`config.mk`:
```
export PLATFORM = sky130hd
export DESIGN_NAME = reorder_buffer_mc_flat
export DESIGN_NICKNAME = d
export VERILOG_FILES = /design/src/rtl/reorder_buffer_mc_if.sv /design/src/rtl/reorder_buffer_mc.sv /design/src/flat_wrapper.sv
export SDC_FILE = /design/constraint.sdc
export NUM_CORES = 2
export LEC_CHECK = 0
export CORE_UTILIZATION = 60
export CTS_CLUSTER_DIAMETER = 50
export DETAILED_ROUTE_END_ITERATION = 16
export PLACE_DENSITY = 0.78
export SETUP_SLACK_MARGIN = 0.05
export SLEW_MARGIN = 10
export SYNTH_ARGS = -nofsm -noshare
export SYNTH_HDL_FRONTEND = slang
export SYNTH_SLANG_ARGS = --single-unit
```
`constraint.sdc`:
```
create_clock -name clk_in -period 15.6 [get_ports clk_in]
set_clock_uncertainty 0.2 [all_clocks]
set_input_delay 1.56 -clock clk_in [delete_from_list [all_inputs] [get_ports clk_in]]
set_output_delay 1.56 -clock clk_in [all_outputs]
set_load 0.1 [all_outputs]
```
`src/rtl/reorder_buffer_mc_if.sv`:
```
// reorder_buffer_mc_if
//  Bundles the issue, writeback, commit and redirect signals of the reorder buffer.
//  slave  : reorder buffer side (takes issue/writeback, drives commit/redirect/status)
//  master : instruction unit / execution side
//  Issue    : inst_req, inst_kind, inst_rd, inst_imm, inst_pc, inst_pred
//  Wb       : wb_valid, wb_idx, wb_val (port k at [k*IDX_W +: IDX_W] / [k*32 +: 32])
//  Control  : rdy_in (low freezes the buffer), mem_busy (stalls STORE commit)
//  Status   : full_out, head_out, tail_out
//  Commit   : cm_valid, cm_rd, cm_val, cm_idx (slot j in field j)
//  Redirect : clear_out, clear_pc, jalr_ready, jalr_addr, br_ready, br_taken, br_correct
//  ROB_QUERY_EN adds q_idx (in) and q_ready/q_val (out), two operand queries.
interface reorder_buffer_mc_if #(
   parameter int DEPTH    = 16,
   parameter int IDX_W    = 4,
   parameter int WB_PORTS = 2,
   parameter int COMMIT_W = 2
);
   logic                         rdy_in;
   logic                         inst_req;
   logic [1:0]                   inst_kind;
   logic [4:0]                   inst_rd;
   logic [31:0]                  inst_imm;
   logic [31:0]                  inst_pc;
   logic                         inst_pred;
   logic [WB_PORTS-1:0]          wb_valid;
   logic [WB_PORTS*IDX_W-1:0]    wb_idx;
   logic [WB_PORTS*32-1:0]       wb_val;
   logic                         mem_busy;
   logic                         full_out;
   logic [IDX_W-1:0]             head_out;
   logic [IDX_W-1:0]             tail_out;
   logic [COMMIT_W-1:0]          cm_valid;
   logic [COMMIT_W*5-1:0]        cm_rd;
   logic [COMMIT_W*32-1:0]       cm_val;
   logic [COMMIT_W*IDX_W-1:0]    cm_idx;
   logic                         clear_out;
   logic [31:0]                  clear_pc;
   logic                         jalr_ready;
   logic [31:0]                  jalr_addr;
   logic                         br_ready;
   logic                         br_taken;
   logic                         br_correct;
`ifdef ROB_QUERY_EN
   logic [1:0][IDX_W-1:0]        q_idx;
   logic [1:0]                   q_ready;
   logic [1:0][31:0]             q_val;

   modport slave (
      input  rdy_in, inst_req, inst_kind, inst_rd, inst_imm, inst_pc, inst_pred,
             wb_valid, wb_idx, wb_val, mem_busy, q_idx,
      output full_out, head_out, tail_out, cm_valid, cm_rd, cm_val, cm_idx,
             clear_out, clear_pc, jalr_ready, jalr_addr, br_ready, br_taken, br_correct,
             q_ready, q_val
   );
   modport master (
      output rdy_in, inst_req, inst_kind, inst_rd, inst_imm, inst_pc, inst_pred,
             wb_valid, wb_idx, wb_val, mem_busy, q_idx,
      input  full_out, head_out, tail_out, cm_valid, cm_rd, cm_val, cm_idx,
             clear_out, clear_pc, jalr_ready, jalr_addr, br_ready, br_taken, br_correct,
             q_ready, q_val
   );
`else
   modport slave (
      input  rdy_in, inst_req, inst_kind, inst_rd, inst_imm, inst_pc, inst_pred,
             wb_valid, wb_idx, wb_val, mem_busy,
      output full_out, head_out, tail_out, cm_valid, cm_rd, cm_val, cm_idx,
             clear_out, clear_pc, jalr_ready, jalr_addr, br_ready, br_taken, br_correct
   );
   modport master (
      output rdy_in, inst_req, inst_kind, inst_rd, inst_imm, inst_pc, inst_pred,
             wb_valid, wb_idx, wb_val, mem_busy,
      input  full_out, head_out, tail_out, cm_valid, cm_rd, cm_val, cm_idx,
             clear_out, clear_pc, jalr_ready, jalr_addr, br_ready, br_taken, br_correct
   );
`endif
endinterface

```
`src/rtl/reorder_buffer_mc.sv`:
```
// reorder_buffer_mc
//  Circular reorder buffer with WB_PORTS writeback ports and up to COMMIT_W in-order
//  retirements per cycle. Branch mispredicts and JALR targets resolve at the head.
//  Ports:
//   clk_in : clock
//   rst_in : synchronous reset, active-high
//   rob    : reorder_buffer_mc_if.slave (issue, writeback, commit, redirect, status)
//  Optional: define ROB_QUERY_EN for two combinational operand-query ports with
//  same-cycle writeback forwarding.
module reorder_buffer_mc #(
   parameter int DEPTH    = 16,
   parameter int IDX_W    = 4,
   parameter int WB_PORTS = 2,
   parameter int COMMIT_W = 2
) (
   input  logic               clk_in,
   input  logic               rst_in,
   reorder_buffer_mc_if.slave rob
);
   localparam logic [1:0] KIND_REG    = 2'd0;
   localparam logic [1:0] KIND_STORE  = 2'd1;
   localparam logic [1:0] KIND_BRANCH = 2'd2;
   localparam logic [1:0] KIND_JALR   = 2'd3;
   localparam int         CNT_W       = IDX_W + 1;

   logic [DEPTH-1:0] e_valid;
   logic [DEPTH-1:0] e_ready;
   logic [DEPTH-1:0] e_pred;
   logic [1:0]       e_kind   [DEPTH];
   logic [4:0]       e_rd     [DEPTH];
   logic [31:0]      e_imm    [DEPTH];
   logic [31:0]      e_pc     [DEPTH];
   logic [31:0]      e_result [DEPTH];

   logic [IDX_W-1:0] head;
   logic [IDX_W-1:0] tail;
   logic [CNT_W-1:0] count;
   logic             full_q;

   // Commit slots are always held two wide; only COMMIT_W of them reach the ports.
   logic [1:0]       cm_valid_d, cm_valid_q;
   logic [9:0]       cm_rd_d, cm_rd_q;
   logic [63:0]      cm_val_d, cm_val_q;
   logic [2*IDX_W-1:0] cm_idx_d, cm_idx_q;
   logic             clr_d, clr_q;
   logic [31:0]      clr_pc_d, clr_pc_q;
   logic             jr_d, jr_q;
   logic [31:0]      ja_d, ja_q;
   logic             br_d, br_q;
   logic             brt_d, brt_q;
   logic             brc_d, brc_q;

   logic [IDX_W-1:0] head1;
   logic             do_issue;
   logic             retire0;
   logic             retire1;
   logic [CNT_W-1:0] count_next;

   assign head1    = head + IDX_W'(1);
   assign do_issue = rob.inst_req && !full_q;

   // Eligibility looks only at registered entry state, so a result written back at
   // one edge retires at the next.
   always_comb begin
      retire0 = (count != '0) && e_valid[head] && e_ready[head] &&
                !((e_kind[head] == KIND_STORE) && rob.mem_busy);
      retire1 = 1'b0;
      if (COMMIT_W == 2) begin
         retire1 = retire0 && (count > CNT_W'(1)) &&
                   (e_kind[head] == KIND_REG) && (e_kind[head1] == KIND_REG) &&
                   e_valid[head1] && e_ready[head1];
      end
   end

   assign count_next = count + CNT_W'(do_issue) - CNT_W'(retire0) - CNT_W'(retire1);

   always_comb begin
      cm_valid_d = '0;
      cm_rd_d    = '0;
      cm_val_d   = '0;
      cm_idx_d   = '0;
      clr_d      = 1'b0;
      clr_pc_d   = '0;
      jr_d       = 1'b0;
      ja_d       = '0;
      br_d       = 1'b0;
      brt_d      = 1'b0;
      brc_d      = 1'b0;
      if (retire0) begin
         cm_valid_d[0]          = 1'b1;
         cm_idx_d[0 +: IDX_W]   = head;
         case (e_kind[head])
            KIND_REG: begin
               cm_rd_d[4:0]   = e_rd[head];
               cm_val_d[31:0] = e_result[head];
            end
            KIND_STORE: begin
               cm_val_d[31:0] = e_result[head];
            end
            KIND_JALR: begin
               cm_rd_d[4:0]   = e_rd[head];
               cm_val_d[31:0] = e_pc[head] + 32'd4;
               jr_d           = 1'b1;
               ja_d           = e_result[head];
            end
            default: begin
               br_d  = 1'b1;
               brt_d = e_result[head][0];
               brc_d = (e_pred[head] == e_result[head][0]);
               if (e_pred[head] != e_result[head][0]) begin
                  clr_d    = 1'b1;
                  clr_pc_d = e_result[head][0] ? (e_pc[head] + e_imm[head])
                                               : (e_pc[head] + 32'd4);
               end
            end
         endcase
      end
      if (retire1) begin
         cm_valid_d[1]            = 1'b1;
         cm_idx_d[IDX_W +: IDX_W] = head1;
         cm_rd_d[9:5]             = e_rd[head1];
         cm_val_d[63:32]          = e_result[head1];
      end
   end

   always_ff @(posedge clk_in) begin
      // The edge after a flush pulse behaves exactly like reset.
      if (rst_in || (rob.rdy_in && clr_q)) begin
         for (int i = 0; i < DEPTH; i++) begin
            e_valid[i] <= 1'b0;
            e_ready[i] <= 1'b0;
         end
         head       <= '0;
         tail       <= '0;
         count      <= '0;
         full_q     <= 1'b0;
         cm_valid_q <= '0;
         cm_rd_q    <= '0;
         cm_val_q   <= '0;
         cm_idx_q   <= '0;
         clr_q      <= 1'b0;
         clr_pc_q   <= '0;
         jr_q       <= 1'b0;
         ja_q       <= '0;
         br_q       <= 1'b0;
         brt_q      <= 1'b0;
         brc_q      <= 1'b0;
      end else if (rob.rdy_in) begin
         // Descending loop: the lowest port's write is the last one scheduled and wins.
         for (int k = WB_PORTS - 1; k >= 0; k--) begin
            if (rob.wb_valid[k] && e_valid[rob.wb_idx[k*IDX_W +: IDX_W]]) begin
               e_ready[rob.wb_idx[k*IDX_W +: IDX_W]]  <= 1'b1;
               e_result[rob.wb_idx[k*IDX_W +: IDX_W]] <= rob.wb_val[k*32 +: 32];
            end
         end
         if (do_issue) begin
            e_valid[tail] <= 1'b1;
            e_ready[tail] <= 1'b0;
            e_kind[tail]  <= rob.inst_kind;
            e_rd[tail]    <= rob.inst_rd;
            e_imm[tail]   <= rob.inst_imm;
            e_pc[tail]    <= rob.inst_pc;
            e_pred[tail]  <= rob.inst_pred;
            tail          <= tail + IDX_W'(1);
         end
         // Retired entries also drop ready so an empty slot never looks committable.
         if (retire0) begin
            e_valid[head] <= 1'b0;
            e_ready[head] <= 1'b0;
         end
         if (retire1) begin
            e_valid[head1] <= 1'b0;
            e_ready[head1] <= 1'b0;
         end
         head       <= head + IDX_W'(retire0) + IDX_W'(retire1);
         count      <= count_next;
         full_q     <= (count_next == CNT_W'(DEPTH));
         cm_valid_q <= cm_valid_d;
         cm_rd_q    <= cm_rd_d;
         cm_val_q   <= cm_val_d;
         cm_idx_q   <= cm_idx_d;
         clr_q      <= clr_d;
         clr_pc_q   <= clr_pc_d;
         jr_q       <= jr_d;
         ja_q       <= ja_d;
         br_q       <= br_d;
         brt_q      <= brt_d;
         brc_q      <= brc_d;
      end
   end

   assign rob.full_out   = full_q;
   assign rob.head_out   = head;
   assign rob.tail_out   = tail;
   assign rob.cm_valid   = cm_valid_q[COMMIT_W-1:0];
   assign rob.cm_rd      = cm_rd_q[COMMIT_W*5-1:0];
   assign rob.cm_val     = cm_val_q[COMMIT_W*32-1:0];
   assign rob.cm_idx     = cm_idx_q[COMMIT_W*IDX_W-1:0];
   assign rob.clear_out  = clr_q;
   assign rob.clear_pc   = clr_pc_q;
   assign rob.jalr_ready = jr_q;
   assign rob.jalr_addr  = ja_q;
   assign rob.br_ready   = br_q;
   assign rob.br_taken   = brt_q;
   assign rob.br_correct = brc_q;

`ifdef ROB_QUERY_EN
   logic [1:0]        q_ready_c;
   logic [1:0][31:0]  q_val_c;

   // Operand lookup with bypass of results arriving this cycle; lowest port overrides.
   always_comb begin
      q_ready_c = '0;
      q_val_c   = '0;
      for (int q = 0; q < 2; q++) begin
         q_ready_c[q] = e_ready[rob.q_idx[q]];
         q_val_c[q]   = e_result[rob.q_idx[q]];
         for (int k = WB_PORTS - 1; k >= 0; k--) begin
            if (rob.wb_valid[k] && (rob.wb_idx[k*IDX_W +: IDX_W] == rob.q_idx[q]) &&
                e_valid[rob.q_idx[q]]) begin
               q_ready_c[q] = 1'b1;
               q_val_c[q]   = rob.wb_val[k*32 +: 32];
            end
         end
      end
   end

   assign rob.q_ready = q_ready_c;
   assign rob.q_val   = q_val_c;
`endif
endmodule

```
`src/flat_wrapper.sv`:
```
// flat-port wrapper written by rule: the top's interface ports become plain ports
module reorder_buffer_mc_flat 
#(
   parameter int DEPTH    = 16,
   parameter int IDX_W    = 4,
   parameter int WB_PORTS = 2,
   parameter int COMMIT_W = 2
)
  (clk_in, rst_in, rob_rdy_in, rob_inst_req, rob_inst_kind, rob_inst_rd, rob_inst_imm, rob_inst_pc, rob_inst_pred, rob_wb_valid, rob_wb_idx, rob_wb_val, rob_mem_busy, rob_full_out, rob_head_out, rob_tail_out, rob_cm_valid, rob_cm_rd, rob_cm_val, rob_cm_idx, rob_clear_out, rob_clear_pc, rob_jalr_ready, rob_jalr_addr, rob_br_ready, rob_br_taken, rob_br_correct);
  reorder_buffer_mc_if #(.DEPTH(DEPTH), .IDX_W(IDX_W), .WB_PORTS(WB_PORTS), .COMMIT_W(COMMIT_W)) rob_i ();
  input  logic clk_in;
  input  logic rst_in;
  input wire logic [$bits(rob_i.rdy_in)-1:0] rob_rdy_in;
  input wire logic [$bits(rob_i.inst_req)-1:0] rob_inst_req;
  input wire logic [$bits(rob_i.inst_kind)-1:0] rob_inst_kind;
  input wire logic [$bits(rob_i.inst_rd)-1:0] rob_inst_rd;
  input wire logic [$bits(rob_i.inst_imm)-1:0] rob_inst_imm;
  input wire logic [$bits(rob_i.inst_pc)-1:0] rob_inst_pc;
  input wire logic [$bits(rob_i.inst_pred)-1:0] rob_inst_pred;
  input wire logic [$bits(rob_i.wb_valid)-1:0] rob_wb_valid;
  input wire logic [$bits(rob_i.wb_idx)-1:0] rob_wb_idx;
  input wire logic [$bits(rob_i.wb_val)-1:0] rob_wb_val;
  input wire logic [$bits(rob_i.mem_busy)-1:0] rob_mem_busy;
  output wire logic [$bits(rob_i.full_out)-1:0] rob_full_out;
  output wire logic [$bits(rob_i.head_out)-1:0] rob_head_out;
  output wire logic [$bits(rob_i.tail_out)-1:0] rob_tail_out;
  output wire logic [$bits(rob_i.cm_valid)-1:0] rob_cm_valid;
  output wire logic [$bits(rob_i.cm_rd)-1:0] rob_cm_rd;
  output wire logic [$bits(rob_i.cm_val)-1:0] rob_cm_val;
  output wire logic [$bits(rob_i.cm_idx)-1:0] rob_cm_idx;
  output wire logic [$bits(rob_i.clear_out)-1:0] rob_clear_out;
  output wire logic [$bits(rob_i.clear_pc)-1:0] rob_clear_pc;
  output wire logic [$bits(rob_i.jalr_ready)-1:0] rob_jalr_ready;
  output wire logic [$bits(rob_i.jalr_addr)-1:0] rob_jalr_addr;
  output wire logic [$bits(rob_i.br_ready)-1:0] rob_br_ready;
  output wire logic [$bits(rob_i.br_taken)-1:0] rob_br_taken;
  output wire logic [$bits(rob_i.br_correct)-1:0] rob_br_correct;
  assign rob_i.rdy_in = rob_rdy_in;
  assign rob_i.inst_req = rob_inst_req;
  assign rob_i.inst_kind = rob_inst_kind;
  assign rob_i.inst_rd = rob_inst_rd;
  assign rob_i.inst_imm = rob_inst_imm;
  assign rob_i.inst_pc = rob_inst_pc;
  assign rob_i.inst_pred = rob_inst_pred;
  assign rob_i.wb_valid = rob_wb_valid;
  assign rob_i.wb_idx = rob_wb_idx;
  assign rob_i.wb_val = rob_wb_val;
  assign rob_i.mem_busy = rob_mem_busy;
  assign rob_full_out = rob_i.full_out;
  assign rob_head_out = rob_i.head_out;
  assign rob_tail_out = rob_i.tail_out;
  assign rob_cm_valid = rob_i.cm_valid;
  assign rob_cm_rd = rob_i.cm_rd;
  assign rob_cm_val = rob_i.cm_val;
  assign rob_cm_idx = rob_i.cm_idx;
  assign rob_clear_out = rob_i.clear_out;
  assign rob_clear_pc = rob_i.clear_pc;
  assign rob_jalr_ready = rob_i.jalr_ready;
  assign rob_jalr_addr = rob_i.jalr_addr;
  assign rob_br_ready = rob_i.br_ready;
  assign rob_br_taken = rob_i.br_taken;
  assign rob_br_correct = rob_i.br_correct;
  reorder_buffer_mc #(.DEPTH(DEPTH), .IDX_W(IDX_W), .WB_PORTS(WB_PORTS), .COMMIT_W(COMMIT_W)) u_core (.clk_in(clk_in), .rst_in(rst_in), .rob(rob_i));
endmodule
```
Word level (Yosys, flattened, before mapping)
Memory sizes are Yosys's and may differ from the RTL's. A register that Yosys moved wholly into a read port is not among the register bits.
Index checks and enable logic that the tools add are counted.
W data, S select, Z words.

storage, ports and cells
  logic and storage cells = 183
  bits of input ports = 151
  memories = 5
  RAM bits = 1648
  output and inout port bits = 162
  register bits = 215

cells by class
  reduce and logical (&&, ||, !) cells = 29
  bitwise logic cells = 12
  eq/ne operators = 5
  muxes and demuxes = 94
  add/sub/neg operators = 9
  $lt $le $gt $ge = 11

memories
  memory           depth  width  read ports  clocked after Yosys merged registers in  wr ports  RTL line                 text
  u_core.e_imm     16     32     1           1                                        1         reorder_buffer_mc.sv:31  logic [31:0] e_imm [DEPTH];
  u_core.e_pc      16     32     1           1                                        1         reorder_buffer_mc.sv:32  logic [31:0] e_pc [DEPTH];
  u_core.e_result  16     32     2           1                                        2         reorder_buffer_mc.sv:33  logic [31:0] e_result [DEPTH];
  u_core.e_rd      16     5      2           1                                        1         reorder_buffer_mc.sv:30  logic [4:0] e_rd [DEPTH];
  u_core.e_kind    16     2      2           1                                        1         reorder_buffer_mc.sv:29  logic [1:0] e_kind [DEPTH];

operators with widths
  operator                 count
  $mux W16                 20
  $mux W32                 8
  $and A16 B16 Y16         5
  $pmux W32 S2             1
  $mux W4                  12
  $not A16 Y16             3
  $or A16 B16 Y16          3
  $mux W1                  37
  $add A32 B3 Y32 const B  1
  $add A32 B32 Y32         1
  $bmux W1 S4              7
  $lt A4 B5 Y1 const B     5
  $demux W1 S4             5
  $ge A4 B1 Y1 const B     5
  $logic_and A1 B1 Y1      18
  $bwmux W16               1
  $mux W5                  3
  $sub A5 B1 Y5            2
  $add A4 B1 Y4            2
  $add A4 B1 Y4 const B    2
  $add A5 B1 Y5            1
  $eq A5 B5 Y1 const B     1
  $gt A5 B1 Y1 const B     1
  $reduce_bool A5 Y1       1
  other kinds (12)         15

Depth between registers and ports, before layout
  depth after elaboration = 22
  depth in mapped cells = 28
  mapped depth without buffers = 19

Worst setup path before layout
No wires, ideal clock.

  path type = input-to-reg
  start = input port rob_rdy_in
  end = memory u_core.e_imm[13][0], enable pin
  setup time = 0.501 ns
  data required time = 14.899 ns
  arrival = 5.711 ns
  stages = 7
  slack = 9.188 ns
  buffers on the path = 4
  cells stage by stage = clkbuf_1 inv_1 or3_1 clkbuf_1 buf_6 clkbuf_1 nor2_1

between the ends
  longest elaborated chain between the ends = 4
  elaborated cells on any way between the ends = 5
  classes of those cells = mux: 3; reduce/logical: 2

RTL lines
  what                               RTL line                  text
  start: declaration                 flat_wrapper.sv:13        input wire logic [$bits(rob_i.rdy_in)-1:0] rob_rdy_in;
  $logic_and A1 B1 Y1                reorder_buffer_mc.sv:128  if (rst_in || (rob.rdy_in && clr_q)) begin
  $logic_or A1 B1 Y1                 reorder_buffer_mc.sv:128
  $mux W1 (*)                        reorder_buffer_mc.sv:128
  $mux W1 (not written as such) (*)  reorder_buffer_mc.sv:161  e_imm[tail] <= rob.inst_imm;
  end: declaration                   reorder_buffer_mc.sv:31

Mark *: on every way between the ends. The rest lies on a longest branch, timed or not.

==> impl_results.md <==
- Outcome: finished, final reports clean
- Seq/Total Area, Yosys: 63.83%
- Post-Route Setup TNS: 0 ns
- Share of flip-flops with an asynchronous set or reset: 0%
- Mean Syn Cell Area: 18.84 um^2
- Post-synth top area cell: edfxtp_1
- Fillers: 8671
- Worst-Margin Slew: 1.205 ns
- CP arrival: 8.02 ns
- Max FO, Critical Path: 128
- CP required: 16.12 ns
- EDFF count, synth: 1664
- First-pass GRT wire length: 348.6 mm
- Core area: 139700 um^2
- Worst Path Buf+Inv: 4
- Most common cell after layout, fill and taps aside: edfxtp_1
- Max capacitance violation total: 0
- Cell area after layout: 96110 um^2
- Critical path class: register to register
- Worst path top cell family by delay: buffers and inverters
- Slowest cell on crit path: buf_4
- Synthesized Nets: 4705
- Detailed Place HPWL: 140.4 mm
- H-tree levels: 4
- Yosys reg bits: 1867
- Hold wc startpoint: u_core.rob.br_taken
- Hold buffers post-CTS: 0
- CTS Buf Count: 194
- Number of cells produced by synthesis: 4493
- Reg2reg end: u_core.rob.clear_pc[31]
- Fmax achieved: 133.3 MHz
- Die width: 377.6 um
- FP Rows: 137
- CTS sink cnt: 1867
- Aggregate global routing overflow: 0
- Net count, final: 4955
- CTS Buffer Depth: 3
- Placed insts: 6422
- Gpl congestion: 0.9346
- Util after Layout: 68.80%
- Clk slew on worst S/H paths: 0.07 ns
- Max incr delay on CP: 0.79 ns
- Fin crit period: 7.501 ns
- Slew Limit Fails: 0
- Cell Count, Final, Fillers Out: 6814
- Via Count: 49460
- Worst Hold Class: register to register
- Leakage: 29.81 nW
- Startpoint types: register
- Worst skew pair latency: 0.86 ns
- Drt total wl: 247.9 mm
- Top-area cell type share of the netlist area: 59.03%
- Die Height: 377.6 um
- Post-route DRC: 0
- Area delta synth->final: 13.54%
- Synth area leaders: edfxtp_1 (59%), mux4_2 (17%), mux2_2 (6.8%), dfxtp_1 (4.8%), mux4_1 (1.4%)
- GR Util All Layers: 34.96%
- Most frequent cells in the layout: edfxtp_1 (1664), mux4_2 (654), mux2_2 (514), clkdlybuf4s50_1 (311), dfxtp_1 (198)
- DRT iter0 DRCs: 7707
- Hold EP: u_core.rob.br_taken
- CTS-repair resized insts: 0
- Synth warn: 0
- Endpoints failing hold: 0
- # setup viols final: 0
- Synth cell types: 80
- Initial Utilization: 60.59%
- Per-cell routed wire length: 36.38 um
- Port Buf Inserts: 312
- Min Hold Slack: 0.2403 ns
- Ys flop type: edfxtp_1
- Root buffer cell: clkbuf_16
- Drt first pass iters: 6
- RSZ-0062 raised after global routing: no
- # IOs: 313
- Peak supply drop: 0.1047 mV
- Crit path capture type: register
- Routed Antenna Nets: 0
- R2R Setup Slk: 8.10 ns
- Final Cycle Share: 48.08%
- Hold Path Cell Cnt: 2
- P per Cell Area: 111.3 nW/um^2
- Antenna violations before repair: 57
- Largest net degree at the start of global routing: 129
- Slew headroom: 19.25%
- Post-Synthesis Cell Area: 84650 um^2
- Share of layout cells above drive strength 1: 33.43%
- Via density: 7.259
- Vias in the first global route: 48090
- CTS tree: yes
- DIE AREA: 142600 um^2
- Reg2Reg Depth: 16
- Critical Path, Cell by Cell: buf_4, buf_12, buf_4, buf_4, mux4_2, mux4_2, ha_1, a21o_1, a21oi_1, o21ai_0, a21oi_1, a21oi_1, o41ai_1, o31ai_1, xnor2_1, o221ai_1
- Post-CTS Setup Inserts: 0
- Dpl cell area: 89570 um^2
[cells by family after synthesis]
kind of cell | count (synthesis) | synth area share, %
xor+xnor | 67 | 0.6932
simple gates | 443 | 2.498
fa+ha+maj | 61 | 0.9371
buf+inv | 388 | 2.358
compound gates | 438 | 3.836
mux | 1229 | 25.85
flops | 1867 | 63.83
[per-stage QoR]
stage	setup slack (ns)	power [mW]
3_5_place_dp	8.235	6.158
3_3_place_gp	8.267	6.148
5_1_grt	7.865	10.94
6_report	8.099	10.70
4_1_cts	8.186	10.72
2_1_floorplan	9.188	5.963
[tightest hold or removal path, cell delays in order, from the launching register on]
cell     delay (ns)
dfxtp_1        0.31
nand2_1        0.05
nand2_1        0.04
[power by group]
part	internal, mW	switching [mW]
combinational	0.271	0.332
clock	2.63	2.01
sequential	5.45	0.0133
total	8.34	2.35
[cell usage after synthesis, drive strengths merged, types with 6 or more instances]
library cell / number
nand3: 36
and4: 6
o21ai: 72
xor2: 37
nand2: 147
nand4: 13
buf: 149
clkbuf: 208
o221ai: 12
a21oi: 42
inv: 30
mux4: 700
and2: 21
nor4bb: 8
nor2: 131
nand2b: 10
xnor2: 30
nor3: 21
mux2i: 15
a221o: 15
a21o: 29
a211oi: 12
edfxtp: 1664
a32o: 11
ha: 57
nor2b: 17
mux2: 514
nor4: 7
and3: 11
o22ai: 13
a31oi: 15
dfxtp: 203
a22oi: 72
a221oi: 17
a22o: 89
[flip-flops by register name, indices dropped and copies added (netlist names), 2 cells and up, named ones only]
| register | cells |
|---|---|
| u_core.rob.cm_idx | 8 |
| u_core.rob.head_out | 4 |
| u_core.e_valid | 16 |
| u_core.rob.cm_val | 64 |
| u_core.e_rd | 80 |
| u_core.count | 5 |
| u_core.e_pred | 16 |
| u_core.e_kind | 32 |
| u_core.rob.tail_out | 4 |
| u_core.e_result | 512 |
| u_core.rob.cm_rd | 10 |
| u_core.rob.cm_valid | 2 |
| u_core.e_ready | 16 |
| u_core.rob.clear_pc | 32 |
| u_core.rob.jalr_addr | 32 |
| u_core.e_pc | 512 |
| u_core.e_imm | 512 |
[worst max-delay path by stage]
| stage | start | slack (ns) | cells past startpoint | end |
|---|---|---|---|---|
| floorplan | rob_rdy_in | 9.19 | 7 | u_core.e_imm[13][0] |
| global placement | register | 8.27 | 16 | u_core.rob.clear_pc[31] |
| detailed placement | register | 8.23 | 16 | u_core.rob.clear_pc[31] |
| CTS | register | 8.19 | 16 | u_core.rob.clear_pc[31] |
| global route | register | 7.87 | 16 | u_core.rob.clear_pc[31] |
| finish | register | 8.10 | 16 | u_core.rob.clear_pc[31] |
[metal layers]
layer,GRT usage [%],vias to the layer above,routed length (um)
met1,49.94,25640,91540
met5,0,-,226
li1,-,19340,-
met3,9.952,503,34460
met2,51.55,3953,112700
met4,13.23,34,8956
[area by class of cell]
type	count	area, um^2	area share [%]
diodes	29	72.57	0.07551
clock buffers	265	5338	5.554
clock inverters	97	1115	1.160
inverters	30	112.6	0.1172
multi-input cells	2238	29150	30.33
flip-flops and latches	1867	54050	56.24
well taps	1876	2347	2.442
repair buffers	412	3921	4.080
Note: power is estimated with default switching activity, not from simulation.
